## config.mk

```make
export PLATFORM = sky130hd
export DESIGN_NAME = axis_adc_decii
export DESIGN_NICKNAME = d
export VERILOG_FILES = /design/src/rtl/axis_adc_decii_pkg.sv /design/src/rtl/adc_decii_acc.sv /design/src/rtl/axis_adc_decii.sv
export SDC_FILE = /design/constraint.sdc
export NUM_CORES = 1
export LEC_CHECK = 0
export ABC_AREA = 1
export BUFFER_PORTS_ARGS = -buffer_cell sky130_fd_sc_hd__buf_4
export CORE_UTILIZATION = 30
export CTS_CLUSTER_SIZE = 10
export DETAILED_ROUTE_END_ITERATION = 8
export SLEW_MARGIN = 20
export SYNTH_ARGS = -nofsm -noshare
export SYNTH_HDL_FRONTEND = slang
export SYNTH_SLANG_ARGS = --single-unit
```

## constraint.sdc

```tcl
create_clock -name a_clk -period 7.61 [get_ports a_clk]
set_clock_uncertainty 0.15 [all_clocks]
set_input_delay 2.283 -clock a_clk [delete_from_list [all_inputs] [get_ports a_clk]]
set_output_delay 2.283 -clock a_clk [all_outputs]
set_load 0.05 [all_outputs]
```

## src/rtl/axis_adc_decii_pkg.sv

```systemverilog
// Shared constants, FSM state type and shift clamp for the ADC block-averaging decimator.
package axis_adc_decii_pkg;

  localparam int unsigned ADC_W     = 24;
  localparam int unsigned ACC_W     = 32;
  localparam int unsigned MAX_SHIFT = 8;

  typedef enum logic {
    IDLE = 1'b0,
    ACC  = 1'b1
  } state_e;

  // Exponents above the supported maximum saturate to it.
  function automatic logic [3:0] clamp_shift(input logic [3:0] shift,
                                             input logic [3:0] max_shift);
    return (shift > max_shift) ? max_shift : shift;
  endfunction

endpackage

```

## src/rtl/adc_decii_acc.sv

```systemverilog
// Single-channel block accumulator, result shifter and full-scale detector.
// Optional feature: AXIS_ADC_DECII_OVERRANGE_EN builds the sticky full-scale flag.
module adc_decii_acc import axis_adc_decii_pkg::*; #(
  parameter int unsigned ADC_WIDTH  = ADC_W,
  parameter int unsigned DATA_WIDTH = ACC_W,
  parameter int unsigned SHIFT_MAX  = MAX_SHIFT
) (
  input  logic                  clk,
  input  logic                  rst,
  input  logic [DATA_WIDTH-1:0] sample,
  input  logic                  strobe,
  input  logic                  accept,
  input  logic                  last,
  input  logic                  restart,
  input  logic [3:0]            k_use,
  output logic [DATA_WIDTH-1:0] result,
  output logic                  overrange
);

  logic signed [DATA_WIDTH-1:0] x;
  logic signed [DATA_WIDTH-1:0] acc_q;
  logic signed [DATA_WIDTH-1:0] sum;
  logic [3:0]                   shamt;
  logic                         unused_lsbs;

  // Sample sits left-justified; sign-extend the ADC word to the accumulator width.
  assign x           = {{(DATA_WIDTH-ADC_WIDTH){sample[DATA_WIDTH-1]}},
                        sample[DATA_WIDTH-1 -: ADC_WIDTH]};
  assign sum         = acc_q + x;
  assign shamt       = 4'(SHIFT_MAX) - k_use;
  assign unused_lsbs = ^sample[DATA_WIDTH-ADC_WIDTH-1:0];

  // Running sum; reloads to zero on the block-ending pair so the next block starts seamlessly.
  always_ff @(posedge clk or posedge rst) begin
    if (rst) begin
      acc_q <= '0;
    end else if (restart) begin
      acc_q <= '0;
    end else if (accept) begin
      acc_q <= last ? '0 : sum;
    end
  end

  // Result register: left-justify the block sum so every k gives the same full-scale.
  always_ff @(posedge clk or posedge rst) begin
    if (rst) begin
      result <= '0;
    end else if (accept && last && !restart) begin
      result <= sum << shamt;
    end
  end

`ifdef AXIS_ADC_DECII_OVERRANGE_EN
  logic is_fs;
  logic or_q;

  assign is_fs = (sample[DATA_WIDTH-1 -: ADC_WIDTH] == {1'b0, {(ADC_WIDTH-1){1'b1}}}) ||
                 (sample[DATA_WIDTH-1 -: ADC_WIDTH] == {1'b1, {(ADC_WIDTH-1){1'b0}}});

  // Sticky flag; any strobe counts, paired or not, and restart clears it.
  always_ff @(posedge clk or posedge rst) begin
    if (rst) begin
      or_q <= 1'b0;
    end else if (restart) begin
      or_q <= 1'b0;
    end else if (strobe && is_fs) begin
      or_q <= 1'b1;
    end
  end

  assign overrange = or_q;
`else
  logic unused_strobe;

  assign unused_strobe = strobe;
  assign overrange     = 1'b0;
`endif

endmodule

```

## src/rtl/axis_adc_decii.sv

```systemverilog
// Dual-channel block-averaging decimator for the AD463x sample streams (tvalid-only AXIS).
// Optional feature: AXIS_ADC_DECII_OVERRANGE_EN enables the sticky overrange flags.
module axis_adc_decii #(
  parameter int unsigned ADC_DATA_WIDTH    = 24,
  parameter int unsigned SAXIS_TDATA_WIDTH = 32,
  parameter int unsigned MAX_SHIFT         = 8
) (
  input  logic                         a_clk,
  input  logic                         a_rst,
  input  logic [SAXIS_TDATA_WIDTH-1:0] S_AXIS1_tdata,
  input  logic                         S_AXIS1_tvalid,
  input  logic [SAXIS_TDATA_WIDTH-1:0] S_AXIS2_tdata,
  input  logic                         S_AXIS2_tvalid,
  input  logic [3:0]                   decii_shift,
  input  logic                         restart,
  output logic [SAXIS_TDATA_WIDTH-1:0] M_AXIS1_tdata,
  output logic                         M_AXIS1_tvalid,
  output logic [SAXIS_TDATA_WIDTH-1:0] M_AXIS2_tdata,
  output logic                         M_AXIS2_tvalid,
  output logic [15:0]                  pair_errors,
  output logic [1:0]                   overrange
);

  import axis_adc_decii_pkg::*;

  localparam int unsigned CNT_W = MAX_SHIFT + 1;

  state_e           state_q;
  logic [CNT_W-1:0] cnt_q;
  logic [CNT_W-1:0] blk_last_cnt;
  logic [3:0]       k_q;
  logic [3:0]       k_next;
  logic [3:0]       k_use;
  logic             accept;
  logic             unpaired;
  logic             last;
  logic             valid_q;
  logic [15:0]      perr_q;

  assign accept   = S_AXIS1_tvalid & S_AXIS2_tvalid;
  assign unpaired = S_AXIS1_tvalid ^ S_AXIS2_tvalid;
  assign k_next   = clamp_shift(decii_shift, 4'(MAX_SHIFT));
  // While idle the live exponent applies, so the first pair of a block already sees it.
  assign k_use        = (state_q == IDLE) ? k_next : k_q;
  assign blk_last_cnt = (CNT_W'(1) << k_use) - CNT_W'(1);
  assign last         = (cnt_q == blk_last_cnt);

  // Block FSM: pair counter, exponent latch and the one-cycle result strobe.
  always_ff @(posedge a_clk or posedge a_rst) begin
    if (a_rst) begin
      state_q <= IDLE;
      cnt_q   <= '0;
      k_q     <= '0;
      valid_q <= 1'b0;
    end else begin
      valid_q <= 1'b0;
      if (restart) begin
        state_q <= IDLE;
        cnt_q   <= '0;
        k_q     <= k_next;
      end else if (accept) begin
        state_q <= ACC;
        if (last) begin
          cnt_q   <= '0;
          k_q     <= k_next;
          valid_q <= 1'b1;
        end else begin
          cnt_q <= cnt_q + CNT_W'(1);
          k_q   <= k_use;
        end
      end else if (state_q == IDLE) begin
        k_q <= k_next;
      end
    end
  end

  // Saturating count of strobes that arrived without a partner; only reset clears it.
  always_ff @(posedge a_clk or posedge a_rst) begin
    if (a_rst) begin
      perr_q <= '0;
    end else if (unpaired && (perr_q != 16'hFFFF)) begin
      perr_q <= perr_q + 16'd1;
    end
  end

  adc_decii_acc #(
    .ADC_WIDTH  (ADC_DATA_WIDTH),
    .DATA_WIDTH (SAXIS_TDATA_WIDTH),
    .SHIFT_MAX  (MAX_SHIFT)
  ) u_acc_ch1 (
    .clk       (a_clk),
    .rst       (a_rst),
    .sample    (S_AXIS1_tdata),
    .strobe    (S_AXIS1_tvalid),
    .accept    (accept),
    .last      (last),
    .restart   (restart),
    .k_use     (k_use),
    .result    (M_AXIS1_tdata),
    .overrange (overrange[0])
  );

  adc_decii_acc #(
    .ADC_WIDTH  (ADC_DATA_WIDTH),
    .DATA_WIDTH (SAXIS_TDATA_WIDTH),
    .SHIFT_MAX  (MAX_SHIFT)
  ) u_acc_ch2 (
    .clk       (a_clk),
    .rst       (a_rst),
    .sample    (S_AXIS2_tdata),
    .strobe    (S_AXIS2_tvalid),
    .accept    (accept),
    .last      (last),
    .restart   (restart),
    .k_use     (k_use),
    .result    (M_AXIS2_tdata),
    .overrange (overrange[1])
  );

  assign M_AXIS1_tvalid = valid_q;
  assign M_AXIS2_tvalid = valid_q;
  assign pair_errors    = perr_q;

endmodule

```

---- Word level (Yosys, flattened, before mapping) ----
Index checks and enable logic that the tools add are counted.
cells by class
  reductions and logical operators ........ 5
  shift-type cells ........................ 3
  add/subtract/negate cells ............... 6
  bitwise operators ....................... 2
  equal/unequal tests ..................... 2
  muxes and demuxes ....................... 19
  magnitude comparators ................... 1
operators by type and width
  cell                                                  number
  2-to-1 mux 32 bit                                     6
  adder 32 x 24 -> 32 bit                               2
  left shift 32 x 4 -> 32 bit                           2
  2-to-1 mux 9 bit                                      3
  2-to-1 mux 4 bit                                      5
  adder 16 x 1 -> 16 bit, second input constant         1
  inequality test 16 bit, second input constant         1
  adder 9 x 1 -> 9 bit, second input constant           1
  equality test 9 bit                                   1
  left shift 1 x 4 -> 9 bit, first input constant       1
  subtractor 9 x 2 -> 9 bit, second input constant      1
  2-to-1 mux 1 bit                                      5
  greater-than comparator 4 bit, second input constant  1
  subtractor 4 bit, first input constant                1
  logical AND 1 bit                                     3
  nonzero test 2 bit                                    1
  bitwise AND 1 bit                                     1
  logical NOT 1 bit                                     1
  bitwise XOR 1 bit                                     1
storage, ports and cells
  output and inout port bits .............. 84
  word-level logic and storage cells ...... 47
  input port bits ......................... 73
  register bits ........................... 159

---- Longest topological paths before layout ----
Gate-level depths: netlist of the first run.
  word-level depth ........................ 9
  gate-level depth with buffers ........... 24
  depth with buffers taken out ............ 21

---- By module ----
From an unflattened synthesis of the first run, not the netlist that was laid out.
unflattened totals
  cells, all modules ...................... 2,324
  area, all modules ....................... 14,564.0 um^2
modules (own cells, without submodules)
  module                     times used  cells each  area an instance (um^2)  sequential area each (um^2)
  adc_decii_acc (u_acc_ch2)  1           1,029       6,321.1                  1,601.5
  adc_decii_acc (u_acc_ch1)  1           1,031       6,273.5                  1,601.5
  axis_adc_decii             1           264         1,969.4                  775.7

---- Worst setup path after synthesis of the first run ----
Ideal clock, no wire load.
  kind .................................... input -> register
  from .................................... input decii_shift[3]
  to ...................................... register u_acc_ch2.acc_q[0]
  setup slack ............................. 1,965 ps
  cell stages on the path ................. 23
  required time ........................... 7,343 ps
  buffers on the path ..................... 3
  setup time .............................. 117 ps
  arrival ................................. 5,378 ps
  cell sequence ........................... inv_2 nand3_1 nand2_1 clkinv_1 clkbuf_1 clkbuf_1 ha_1 ha_1 nand2_2 ha_1 xnor2_1 o21bai_1 a21oi_1 nand2_1 nor2_1 nand3_1 nor2_2 nand3_2 nand3_2 inv_2 buf_4 nand2_1 nand2_1
on the way
  cells in the longest elaborated chain, start to end .. 9
RTL lines
  what                           RTL line                  source
  start: declaration             axis_adc_decii.sv:14      input logic [3:0] decii_shift,
  greater-than comparator 4 bit  axis_adc_decii_pkg.sv:16  return (shift > max_shift) ? max_shift : shift;
  2-to-1 mux 4 bit (*)           axis_adc_decii_pkg.sv:16
  2-to-1 mux 4 bit (*)           --
  left shift 1 x 4 -> 9 bit (*)  axis_adc_decii.sv:45      assign blk_last_cnt = (CNT_W'(1) << k_use) - CNT_W'(1);
  subtractor 9 x 2 -> 9 bit (*)  axis_adc_decii.sv:45
  equality test 9 bit (*)        axis_adc_decii.sv:46      assign last = (cnt_q == blk_last_cnt);
  2-to-1 mux 32 bit (*)          adc_decii_acc.sv:40       acc_q <= last ? '0 : sum;
  2-to-1 mux 32 bit (*)          adc_decii_acc.sv:39       end else if (accept) begin
  2-to-1 mux 32 bit (*)          adc_decii_acc.sv:37       end else if (restart) begin
  end signal: assignment         adc_decii_acc.sv:40
  end: declaration               adc_decii_acc.sv:21       logic signed [DATA_WIDTH-1:0] acc_q;
Every way passes the cells marked *; elsewhere a longest branch is shown, timed or not. The select of a mux whose other input is x is not followed.
A chain may end at the register's enable or synchronous reset.

---- Worst setup path in the final report of the first run ----
  from .................................... input decii_shift[3]
  to ...................................... register u_acc_ch2.acc_q[3]
Same word-level chain as after synthesis.

==> summary.md, run 1 <==
| Metric | Value |
|---|---|
| Chip width | `222 um` |
| TritonRoute pass-1 iters | `6` |
| Tmin final | `5.93 ns` |
| Num CTS Buffers | `17` |
| Diode count | `0` |
| Synth Area in Compound Gates | `5.88%` |
| Vias/cell | `4.90` |
| Post-synth top cells | `nand2_1, nand3_1, inv_1, dfrtp_1, nor2_1` |
| Most common cell in the synthesized netlist | `nand2_1` |
| Max_cap viols | `0` |
| Worst hold endpoint | `u_acc_ch2.acc_q[4]$_DFFE_PP0P_` |
| Pins Over Slew Limit | `0` |
| WP data required | `7.78 ns` |
| Netlist cell types | `38` |
| Sequential area share after synthesis | `27.5%` |
| Initial antenna violation count | `0` |
| RSZ-0062 raised after global routing | `false` |
| Crit path kind | `in2reg` |
| Worst R2R Start | `state_q$_DFFE_PP0P_` |
| Clock Pin Slew Worst Setup and Hold Paths | `0.06 ns` |
| Setup violation total in the final timing report | `0` |
| Area leader, netlist | `dfrtp_1` |
| FF/Latch Area | `3980 um^2` |
| Vias in the first global route | `14869` |
| Die area | `49100 um^2` |
| Worst-Margin Slew | `0.981 ns` |
| #FFs+latches synth | `159` |
| Starting Density | `30.4%` |
| Period utilization | `77.9%` |
| Avg Synthesized Cell Area | `5.91 um^2` |
| Die Y | `222 um` |
| Dpl hpwl | `38600 um` |
| Leak | `9.52 nW` |
| Power Dens Cells | `189 nW/um^2` |
| Hold_sp | `u_acc_ch2.acc_q[4]$_DFFE_PP0P_` |
| Worst R2R Path Depth | `17` |
| Layout Area Growth over Synthesis | `15.1%` |
| Worst setup EP type | `flop` |
| Worst slew margin | `34.5%` |
| Fin Setup TNS | `0 ns` |
| Main combinational cell family by area after synthesis | `simple AND/OR/NAND/NOR gates` |
| Clock Path Buffers | `2` |
| Latest clock arrival within the worst-skew pair | `0.49 ns` |
| Synth Warn # | `0` |
| Vias after detailed routing | `15524` |
| Multi-input gate area in the final layout | `8980 um^2` |
| Iteration-0 DRC Markers | `1169` |
| Worst Path Max Fanout | `36` |
| Final Hold Fails | `0` |
| Hold buffers post-CTS | `0` |
| Fin cells | `3169` |
| H-tree levels | `4` |
| Layout Nets | `2689` |
| Area share of the largest cell type after synthesis | `27.5%` |
| Clock sinks | `159` |
| RR Endpoint | `u_acc_ch2.acc_q[3]$_DFFE_PP0P_` |
| Layout cells sized above 1 | `8.38%` |
| Synthesized area | `14500 um^2` |
| Buffers on Ports | `138` |
| Post CTS Setup Buffer Count | `0` |
| Final wirelength | `49300 um` |
| Post-synthesis adder-cell area fraction | `6.51%` |
| Simple-Gate Fraction of Synth Area | `46.5%` |
| WL/cell | `15.5 um` |
| # rows | `80` |
| WHS Path Cells | `2` |
| # IOs | `157` |
| Worst EP arrival | `6.10 ns` |
| CTS tree | `done` |
| Post-synthesis mux area share | `0.138%` |
| Routability cong. | `0.918` |
| Routed Antenna Nets | `0` |
| Async set-reset flop share out of synthesis | `100%` |
| Core Footprint | `47600 um^2` |
| First-pass GRT wire length | `79400 um` |
| DRC | `0` |
| Worst setup SP type | `primary input` |
| Post-CTS sizing | `0` |
| Post-Synth XOR/XNOR Area | `2.73%` |
| Largest cells by area after synthesis | `dfrtp_1, nand2_1, nand3_1` |
| Flop2flop setup slack | `3.23 ns` |
| Main flop type after synthesis | `dfrtp_1` |
| Maximum clock rate | `169 MHz` |
| Dpl cells | `3138` |
| CTS root buf | `clkbuf_16` |
| EDFF count, synth | `0` |
| GRT overflow | `0` |
| Worst-case vdd ir drop | `0.168 mV` |
| All-Layer GR Usage | `20.5%` |
| Synthesized instance count | `2448` |
| Largest net degree at the start of global routing | `71` |
| Fillers | `5326` |
| Status | `complete, no violations` |
| Hold Path Class | `reg2reg` |
report_power, final:
part | internal (W) | switching [W] | leakage (nW) | total [W]
registers | 0.000889 | 0.0000395 | 2.16 | 0.000929
logic | 0.000406 | 0.000952 | 7.09 | 0.00136
clock network | 0.000454 | 0.000411 | 0.270 | 0.000865
total | 0.00175 | 0.00140 | 9.52 | 0.00315
metrics by stage:
| step | cell area (um^2) | util, % | hold slack (ns) | worst slack, ns | power (W) |
|---|---|---|---|---|---|
| 2_1_floorplan | 14500 | - | 0.303 | 0.885 | 0.00189 |
| 3_3_place_gp | 16100 | 33.8 | 0.318 | 1.29 | 0.00228 |
| 4_1_cts | 16600 | 34.9 | 0.338 | 1.67 | 0.00317 |
| 5_1_grt | 16700 | 34.9 | 0.349 | 1.31 | 0.00337 |
| 3_5_place_dp | 16100 | 33.8 | 0.316 | 1.19 | 0.00229 |
| 6_report | 16700 | 34.9 | 0.334 | 1.68 | 0.00315 |
metal layers:
layer  global-route usage [%]  vias up  wire (um)
met5                        0        -          0
met1                     26.2     7169      22500
li1                         -     7914          -
met3                     3.53       53       2360
met2                     35.2      388      23400
met4                     5.98        0       1010
cell type report:
class	count	share of cell area, %
Sequential cell	159	23.9
Multi-Input combinational cell	1887	53.9
Timing Repair Buffer	153	6.90
Inverter	324	7.33
Tap cell	615	4.62
Clock buffer	18	2.58
Clock inverter	13	0.766
sequential cells by signal, summed over array words and instances (netlist names):
signal and cells:
k_q 4, u_acc_ch1.acc_q 32, u_acc_ch2.result 32, pair_errors 16
M_AXIS1_tvalid 1, state_q 1, u_acc_ch1.result 32, u_acc_ch2.acc_q 32
cnt_q 9
placed cells by master (no fill, tap or decap), drive strengths merged:
cell type | netlist | routed
a21oi | 42 | 42
bufinv | 0 | 1
and2 | 19 | 19
and3 | 1 | 1
xnor2 | 18 | 18
nor4 | 2 | 2
conb | 1 | 2
nor2 | 131 | 131
o22ai | 8 | 8
nand3 | 397 | 397
clkbuf | 54 | 18
nand3b | 9 | 9
or2 | 3 | 3
nand4 | 16 | 16
inv | 322 | 329
clkinvlp | 0 | 2
nand2 | 1007 | 1007
nor3 | 19 | 19
o211ai | 7 | 7
fa | 2 | 2
buf | 25 | 153
o21ai | 97 | 97
ha | 72 | 72
o21bai | 4 | 4
xor2 | 27 | 27
dfrtp | 159 | 159
a21o | 2 | 2
mux2i | 2 | 2
clkinv | 2 | 5
critical path: stages:
cell and delay, ns:
buf_4 0.12, inv_2 0.08, nand2_1 0.06, o21ai_0 0.42, inv_1 0.16, ha_1 0.25
ha_2 0.20, nand2_2 0.15, ha_1 0.27, xnor2_1 0.12, o21bai_1 0.14, a21oi_1 0.11
nand2_1 0.06, nor2_1 0.09, nand3_1 0.10, nor2_2 0.15, nand3_2 0.18, nand3_2 0.43
buf_4 0.50, o21ai_0 0.20
worst max path at each step:
| stage | startpoint | to | depth (start not counted) |
|---|---|---|---|
| floorplan | a_rst | M_AXIS1_tvalid$_DFF_PP0_ | 1 |
| global placement | decii_shift[3] | u_acc_ch1.result[27]$_DFFE_PP0P_ | 21 |
| detailed placement | decii_shift[3] | u_acc_ch1.result[10]$_DFFE_PP0P_ | 21 |
| CTS | decii_shift[3] | u_acc_ch2.acc_q[3]$_DFFE_PP0P_ | 20 |
| global route | decii_shift[3] | u_acc_ch2.acc_q[3]$_DFFE_PP0P_ | 20 |
| finish | decii_shift[3] | u_acc_ch2.acc_q[3]$_DFFE_PP0P_ | 20 |
cells by family (layout without fill, tap and decap cells):
family / after synthesis / after routing
AO/OA/AOI/OAI: 160 / 160
XOR/XNOR: 45 / 45
adder cells (fa/ha/maj): 74 / 74
buffers and inverters: 403 / 508
flip-flops: 159 / 159
multiplexers: 2 / 2
other: 1 / 2
AND/OR/NAND/NOR: 1604 / 1604
(Power assumes the default switching activity.)
==> run 2, diff against run 1 <==
==> constraint.sdc (replaced) <==
create_clock -name a_clk -period 4.9 [get_ports a_clk]
set_clock_uncertainty 0.15 [all_clocks]
set_input_delay 1.47 -clock a_clk [delete_from_list [all_inputs] [get_ports a_clk]]
set_output_delay 1.47 -clock a_clk [all_outputs]
set_load 0.05 [all_outputs]
==> summary.md, run 2 (synthesis results as in run 1) <==
| Metric | Value |
|---|---|
| Worst-Margin Slew | `0.742 ns (-0.239 ns)` |
| Layout cells sized above 1 | `8.95% (+0.57 points)` |
| Clock sinks | `159 (unchanged)` |
| Clock Power Share | `27.9% (+0.5 points)` |
| Diode count | `0 (unchanged)` |
| Worst slew margin | `50.6% (+16 points)` |
| Most frequent CP cell | `nand2_1` |
| Setup violation total in the final timing report | `0 (unchanged)` |
| Period utilization | `87.7%` |
| Post CTS Setup Buffer Count | `0 (unchanged)` |
| H-tree levels | `4 (unchanged)` |
| Commonest non-fill, non-tap cell in the layout | `nand2_1` |
| Maximum clock rate | `233 MHz` |
| Max_cap viols | `0 (unchanged)` |
| Largest net degree at the start of global routing | `70 (-1.4%)` |
| Placement Setup Slack | `0.0922 ns (-1.10 ns)` |
| Dpl hpwl | `39100 um (+1.3%)` |
| DRC | `1 (+1)` |
| Starting Density | `30.4% (unchanged)` |
| Switch Pwr | `0.00220 W (+57%)` |
| CTS tree | `done` |
| WL/cell | `15.4 um (-1.1%)` |
| WP data required | `5.11 ns (-2.67 ns)` |
| Worst Path Max Fanout | `19 (-47%)` |
| CTS root buf | `clkbuf_16` |
| Crit-path max cell delay | `0.26 ns (-0.24 ns)` |
| Failing checks | `design-rule violations` |
| Highest-count cells in the layout ignoring fill and taps | `nand2_1, nand3_1, inv_1` |
| Hold_sp | `u_acc_ch1.result[31]$_DFFE_PP0P_` |
| Vias in the first global route | `14944 (+0.50%)` |
| Iteration-0 DRC Markers | `1179 (+0.86%)` |
| Num CTS Buffers | `17 (unchanged)` |
| Gate power share | `43.1% (about the same)` |
| Latest clock arrival within the worst-skew pair | `0.48 ns (about the same)` |
| Buffers on Ports | `138 (unchanged)` |
| Power Dens Cells | `295 nW/um^2 (+56%)` |
| Worst R2R Path Depth | `20 (+3)` |
| Reg power frac | `29.0% (-0.5 points)` |
| Crit path kind | `in2reg` |
| Final wirelength | `49000 um (-0.62%)` |
| Die Y | `222 um (unchanged)` |
| First-pass GRT wire length | `78300 um (-1.3%)` |
| Leak | `9.64 nW (+1.3%)` |
| Sw Share | `44.1% (-0.39 points)` |
| Dpl cells | `3152 (+0.45%)` |
| Tmin final | `4.30 ns` |
| Fin cells | `3185 (+0.50%)` |
| Vias/cell | `4.89 (-0.25%)` |
| Worst hold endpoint | `u_acc_ch1.result[31]$_DFFE_PP0P_` |
| Clock Pin Slew Worst Setup and Hold Paths | `0.06 ns (about the same)` |
| Worst setup EP type | `flop` |
| Int Power | `0.00279 W (+59%)` |
| # IOs | `157 (unchanged)` |
| Worst-case vdd ir drop | `0.263 mV (+57%)` |
| GRT overflow | `0 (unchanged)` |
| Layout Utilization | `35.4% (+0.50 points)` |
| Post-CTS sizing | `0 (unchanged)` |
| Fin Setup TNS | `0 ns (unchanged)` |
| Status | `finished with violations` |
| Layout Nets | `2704 (+0.56%)` |
| Cells along the critical path | `buf_4, inv_2, nand2_1, o21ai_0, inv_1, ha_1, ha_2, nand2_2, ha_1, xnor2_1, o21bai_1, a21oi_1, nand2_1, nor2_1, nand3_1, nor2_2, nand3_2, nand3_2, inv_2, nand2_1, nand2_1` |
| Worst setup margin | `0.604 ns (-1.08 ns)` |
| Chip width | `222 um (unchanged)` |
| RSZ-0062 raised after global routing | `false` |
| Hold buffers post-CTS | `0 (unchanged)` |
| Worst setup SP type | `primary input` |
| Routability cong. | `0.926 (+0.82%)` |
| Die area | `49100 um^2 (unchanged)` |
| Worst R2R Start | `state_q$_DFFE_PP0P_` |
| Layout Area Growth over Synthesis | `16.8%` |
| Final Hold Fails | `0 (unchanged)` |
| Routed Antenna Nets | `0 (unchanged)` |
| Core Footprint | `47600 um^2 (unchanged)` |
| Flop2flop setup slack | `1.33 ns (-1.90 ns)` |
| Worst EP arrival | `4.51 ns (-1.59 ns)` |
| Hold Path Class | `reg2reg` |
| Final Cell Area | `16900 um^2 (+1.4%)` |
| Critical path's slowest cell | `inv_2` |
| WHS Path Cells | `2 (unchanged)` |
| # rows | `80 (unchanged)` |
| TritonRoute pass-1 iters | `8 (+2)` |
| Clock Path Buffers | `2 (unchanged)` |
| All-Layer GR Usage | `20.2% (-0.29 points)` |
| RR Endpoint | `u_acc_ch1.acc_q[9]$_DFFE_PP0P_` |
| Vias after detailed routing | `15563 (+0.25%)` |
| Pins Over Slew Limit | `0 (unchanged)` |
| Area post-placement | `16300 um^2 (+1.1%)` |
| Initial antenna violation count | `0 (unchanged)` |
run 2: area by class of cell:
cell class | instances | area (um^2)
multi-input combinational | 1887 | 8970
clock buffer | 19 | 453
sequential | 159 | 3980
timing repair buffer | 168 | 1350
inverter | 324 | 1220
tap | 615 | 769
fill | 5301 | 30800
clock inverter | 13 | 145
run 2: how the worst max path moves through the flow:
stage | from | endpoint | slack [ns]
finish | decii_shift[3] | u_acc_ch1.acc_q[9]$_DFFE_PP0P_ | 0.60
global route | decii_shift[3] | u_acc_ch2.acc_q[2]$_DFFE_PP0P_ | 0.35
CTS | decii_shift[3] | u_acc_ch1.acc_q[12]$_DFFE_PP0P_ | 0.59
detailed placement | decii_shift[3] | u_acc_ch1.acc_q[12]$_DFFE_PP0P_ | 0.09
global placement | decii_shift[3] | u_acc_ch1.acc_q[13]$_DFFE_PP0P_ | 0.15
floorplan | decii_shift[3] | u_acc_ch2.acc_q[0]$_DFFE_PP0P_ | 0.07
run 2: critical path, delay by kind of cell:
family                     cells  cell delay (ns)
and+or+nand+nor               10             1.15
adders and majority gates      3             0.66
buffers and inverters          4             0.59
AOI/OAI and AO/OA              3             0.49
xor gates and xnor gates       1             0.13
run 2: power groups by stage:
stage                     registers (W)  logic (W)  clock network (W)
after floorplan                 0.00154    0.00140                  0
after global placement          0.00146    0.00212                  0
after detailed placement        0.00147    0.00213                  0
after CTS                       0.00144    0.00214            0.00144
after global routing            0.00145    0.00239            0.00148
final                           0.00144    0.00215            0.00139
run 2: stage by stage:
step | power (W) | hold slack [ns]
6_report | 0.00498 | 0.333
5_1_grt | 0.00533 | 0.360
4_1_cts | 0.00502 | 0.335
3_5_place_dp | 0.00360 | 0.317
3_3_place_gp | 0.00359 | 0.317
2_1_floorplan | 0.00294 | 0.303
run 2: metal layers:
metal	vias to the layer above	GRT usage [%]	part of all wire (%)
met2	389	33.3	46
met4	0	8.80	3.6
li1	7940	-	-
met1	7142	26.0	46
met5	-	0	0
met3	92	3.21	4.2
